--- config.mk ---
export PLATFORM = sky130hd
export DESIGN_NAME = bb84_top_module
export DESIGN_NICKNAME = d
export VERILOG_FILES = /design/src/rtl/bb84_pkg.sv /design/src/rtl/bb84_lfsr.sv /design/src/rtl/bb84_top_module.sv
export SDC_FILE = /design/constraint.sdc
export NUM_CORES = 1
export LEC_CHECK = 0
export CAP_MARGIN = 20
export CORE_AREA = 2 2 39 41
export CTS_CLUSTER_DIAMETER = 120
export CTS_CLUSTER_SIZE = 40
export DETAILED_ROUTE_END_ITERATION = 16
export DIE_AREA = 0 0 41 43
export PLACE_DENSITY = 0.8
export SLEW_MARGIN = 40
export SYNTH_ARGS = -nofsm -noshare
export SYNTH_HDL_FRONTEND = slang
export SYNTH_SLANG_ARGS = --single-unit
--- constraint.sdc ---
create_clock -name clk -period 1.85 [get_ports clk]
set_input_delay 0.4625 -clock clk [delete_from_list [all_inputs] [get_ports clk]]
set_output_delay 0.4625 -clock clk [all_outputs]
set_load 0.05 [all_outputs]
--- src/rtl/bb84_pkg.sv ---
// Shared definitions for the BB84 link model: basis encodings, LFSR taps,
// the qubit record and the LFSR next-state helper.
package bb84_pkg;

   localparam logic BASIS_RECT = 1'b0;
   localparam logic BASIS_DIAG = 1'b1;

   localparam int          LFSR_W_DEF = 16;
   // Fibonacci taps for x^16+x^14+x^13+x^11+1 in right-shift form: bits 0,2,3,5
   localparam logic [15:0] LFSR_TAPS  = 16'h002D;

   typedef struct packed {
      logic data;
      logic basis;
   } qubit_t;

   function automatic logic [15:0] lfsr16_next(input logic [15:0] state);
      lfsr16_next = {^(state & LFSR_TAPS), state[15:1]};
   endfunction

endpackage

--- src/rtl/bb84_lfsr.sv ---
// Free-running Fibonacci LFSR; shifts once per non-reset cycle and exposes
// its current (pre-shift) state as the random word.
module bb84_lfsr
   import bb84_pkg::*;
#(
   parameter int                WIDTH = 16,
   parameter logic [WIDTH-1:0]  SEED  = 16'hACE1
) (
   input  logic             clk,
   input  logic             rst,
   output logic [WIDTH-1:0] rnd
);

   // An all-zero state would lock the register, so a zero seed becomes 1.
   localparam logic [WIDTH-1:0] SEED_EFF = (SEED == '0) ? WIDTH'(1) : SEED;
   localparam logic [WIDTH-1:0] TAPS     = WIDTH'(LFSR_TAPS);

   logic [WIDTH-1:0] r_lfsr;
   logic             w_feedback;

   // Feedback bit from the tapped positions of the current state.
   always_comb begin
      w_feedback = ^(r_lfsr & TAPS);
   end

   // State register: reload the seed on reset, otherwise shift right.
   always_ff @(posedge clk) begin
      if (rst) begin
         r_lfsr <= SEED_EFF;
      end else begin
         r_lfsr <= {w_feedback, r_lfsr[WIDTH-1:1]};
      end
   end

   assign rnd = r_lfsr;

endmodule

--- src/rtl/bb84_top_module.sv ---
// BB84 link model: Alice encodes, Eve optionally intercepts and resends,
// Bob measures; one registered output stage carries qubit, a1 and error.
module bb84_top_module
   import bb84_pkg::*;
#(
   parameter int                 LFSR_W    = 16,
   parameter logic [LFSR_W-1:0]  LFSR_SEED = 16'hACE1
) (
   input  logic       clk,
   input  logic       rst,
   input  logic       a,
   input  logic       b,
   input  logic       b1,
   input  logic       spy,
   output logic [1:0] qubit,
   output logic       a1,
   output logic       error
);

   logic [LFSR_W-1:0] w_rnd;
   logic              w_r0;
   logic              w_r1;
   logic              w_r2;
   logic              w_cb;
   logic              w_cv;
   logic              w_a1_next;
   logic              w_err_next;

   qubit_t            r_qubit;
   logic              r_a1;
   logic              r_error;

   bb84_lfsr #(
      .WIDTH (LFSR_W),
      .SEED  (LFSR_SEED)
   ) u_lfsr (
      .clk (clk),
      .rst (rst),
      .rnd (w_rnd)
   );

   assign w_r0 = w_rnd[0];
   assign w_r1 = w_rnd[1];
   assign w_r2 = w_rnd[2];

   // Channel: Eve measures in a random basis and resends her own result.
   always_comb begin
      w_cb = b;
      w_cv = a;
      if (spy) begin
         w_cb = w_r1;
         if (w_r1 == b) begin
            w_cv = a;
         end else begin
            w_cv = w_r2;
         end
      end else begin
         w_cb = b;
         w_cv = a;
      end
   end

   // Bob: a matching basis reads the channel value, otherwise a coin flip.
   always_comb begin
      w_a1_next = w_r0;
      if (b1 == w_cb) begin
         w_a1_next = w_cv;
      end else begin
         w_a1_next = w_r0;
      end
   end

   // Errors are only meaningful on sifted cycles where Alice and Bob agree.
   always_comb begin
      w_err_next = 1'b0;
      if (b == b1) begin
         w_err_next = (w_a1_next != a);
      end else begin
         w_err_next = 1'b0;
      end
   end

   // Output stage; reset takes priority over the cycle's transmission.
   always_ff @(posedge clk) begin
      if (rst) begin
         r_qubit <= '{data: 1'b0, basis: BASIS_RECT};
         r_a1    <= 1'b0;
         r_error <= 1'b0;
      end else begin
         r_qubit <= '{data: a, basis: b};
         r_a1    <= w_a1_next;
         r_error <= w_err_next;
      end
   end

   assign qubit = r_qubit;
   assign a1    = r_a1;
   assign error = r_error;

endmodule

==> impl_metrics.yaml <==
place:
  routabilityCongestion: 0.639
  dp_hpwl_um: 591
  numPortBuffers: 9
  dpl_worst_slack_ns: -0.0175
  dpl_cell_area_um2: 723
timing:
  worst_slack_ns: 0.300
  fmax_mhz: 645
  rsz0062_at_grt: "no"
  slew_headroom_pct: 67.8
  finalHoldViolations: 0
  fin_crit_sh_pct: 83.8
  period_minus_slack_ns: 1.55
  worst_pin_slew_ns: 0.482
  slew_viol_final: 0
  setup_viol: 0
  finalClockSkew_ns: 0.00304
  whs_ns: 0.417
synthesis:
  synth_area_per_cell_um2: 11.5
  yosysUniqueCellTypes: 13
  synthAdderAreaFrac_pct: 0
  syn_nets: 60
  synth_area_leaders: "dfxtp_1, nor2b_1, or2_2"
  syn_area_um2: 623
  synth_top_area_share_pct: 64.3
  synth_xor_area_share_pct: 9.84
  ys_warn_count: 0
  yosys.area.top_type: "dfxtp_1"
  synth_simple_gate_area_share_pct: 21.7
  synth_mux_area_share_pct: 1.61
  ys_seq_area_share_pct: 64.3
  synth_top_family_by_area: "simple AND/OR/NAND/NOR gates"
  synthCells: 54
  synth_seq_cells: 20
  synth_compound_area_share_pct: 1.41
critical_path:
  start_kind: "input port"
  path_cells: "clkdlybuf4s50_1 -> mux2i_1 -> xor2_1 -> nor2_1 -> a311oi_1"
  r2r_slack_ns: 0.71
  cp_top_family: "buffers and inverters"
  worstSetupEndpointType: "register"
  crit_fanout: 3
  crit_arrival_ns: 1.75
  crit_type: "in -> reg"
  worst-path-buf-inv: 1
  cp.depth: 5
  reg2reg_from: "u_lfsr.rnd[1]"
  slowest_stage: "clkdlybuf4s50_1"
  worst_r2r_endpoint: "a1"
  cp.required_ns: 2.06
  cpPeakStageDelay_ns: 0.52
  worstRegToRegCells: 4
floorplan:
  die_x_um: 41
  die_h_um: 43
  num_rows: 14
  dieArea_um2: 1760
  start_util_pct: 45.0
  io_pins: 10
  core_area_um2: 1380
global_route:
  grt_use_total_pct: 12.6
  grt_max_degree: 18
  grt_pass1_vias: 324
  grt-ovfl-total: 0
  grt_pass1_wl_um: 1360
  antenna_found_initial: 0
clock_tree:
  path_clk_slew_ns: 0.10
  cts_hold_buf: 0
  cts_made_buffers: 3
  clkLatencyLatePin_ns: 0.29
  cts.path.max_buffers: 2
  cts.sinks: 20
  htreeDepth: 1
  post-cts-setup-buffer-count: 0
  cts_resized: 0
  cts_tree: "built"
  cts_root_buffer: "clkbuf_4"
cells_and_area:
  regArea_um2: 400
  final_cell_mix: "dfxtp_1, nor2b_1, or2_2"
  nFillCells: 123
  layout_commonest_cell: "dfxtp_1"
  layout-drive-gt1-share_pct: 23.1
  multi_input_area_um2: 215
  syn_to_final_growth_pct: 19.7
  n_antenna_cell: 0
  fin_nets: 73
  final_cell_area_um2: 746
power:
  power_density_nw_per_um2: 1010
  pwr-share-comb_pct: 11.8
  ir_drop_mv: 0.407
  switchingPower_uw: 174
  p_seq_share_pct: 62.3
  p_sw_share_pct: 23.2
  power.clock.fraction_pct: 25.9
  p_int_uw: 577
  leakage_uw: 0.000309
detailed_routing:
  drc: 0
  drtPass1Iterations: 1
  avgViaCountPerCell: 4.54
  drt_iter0_drc: 0
  wl_per_cell_um: 11.1
  routed_wl_um: 896
  vias: 368
  ant_nets: 0
min_path:
  hold_class: "reg -> reg"
  whs_endpoint: "u_lfsr.rnd[13]"
  min_from: "u_lfsr.rnd[14]"
  holdPathStages: 1
outcome:
  status: "completed"
run:
  cap_violations: 0
-- worst max path at each step --
stage	from	endpoint	slack [ns]
2_1_floorplan	spy	a1	0.64
3_3_place_gp	spy	a1	0.06
3_5_place_dp	spy	a1	-0.02
4_1_cts	spy	a1	0.30
5_1_grt	spy	a1	0.25
6_report	spy	a1	0.30
-- synth_stat cells (all sizes together) --
library cell  count
nand3             1
nor2b            10
a311oi            1
nor4              1
xor2              5
clkbuf            2
dfxtp            20
nand2             2
mux2i             1
or2               7
nand2b            1
nor2              1
xnor2             2
-- kinds of logic (layout without fill, tap and decap cells) --
| family | Yosys count | after routing |
|---|---|---|
| simple gates | 23 | 23 |
| flops | 20 | 20 |
| xor+xnor | 7 | 7 |
| buf+inv | 2 | 13 |
| compound gates | 1 | 1 |
| mux | 1 | 1 |
-- flip-flops by register name (all words and copies together) (netlist names) --
signal      count
error           1
u_lfsr.rnd     16
qubit           2
a1              1
-- power by group through the flow --
stage / logic [uW] / clock network (uW) / registers (uW)
floorplan: 39.9 / 0 / 495
global placement: 87.6 / 0 / 478
detailed placement: 88.6 / 0 / 478
CTS: 89.3 / 206 / 469
global route: 95.3 / 215 / 471
finish: 88.3 / 195 / 468
-- metrics by stage --
step           cells  utilization [%]  power, uW  setup TNS (ns)
2_1_floorplan     54                -        535               0
3_3_place_gp      78             52.3        565               0
3_5_place_dp      78             52.3        567         -0.0175
4_1_cts           81             53.9        764               0
5_1_grt           81             53.9        782               0
6_report          81             53.9        751               0
-- worst reg2reg max path, delay by kind of cell (launching register included) --
family / cells / cell delay, ns
AOI/OAI and AO/OA: 1 / 0.23
xor gates and xnor gates: 1 / 0.25
DFF: 1 / 0.34
and+or+nand+nor: 1 / 0.06
muxes: 1 / 0.18
-- cell type report --
type	instances	area share (%)
Clock buffer	3	3.02
Tap cell	16	2.68
Sequential cell	20	53.7
Timing Repair Buffer	10	11.7
Multi-Input combinational cell	32	28.9
-- metal layers --
metal	track usage, %	wire, um	up-vias	share of wire (%)
li1	-	-	190	-
met1	15.3	435	167	49
met2	15.9	395	9	44
met3	3.14	53	2	5.9
met4	14.0	11	0	1.2
met5	0	0	-	0
Power figures use the tool's default switching activity.
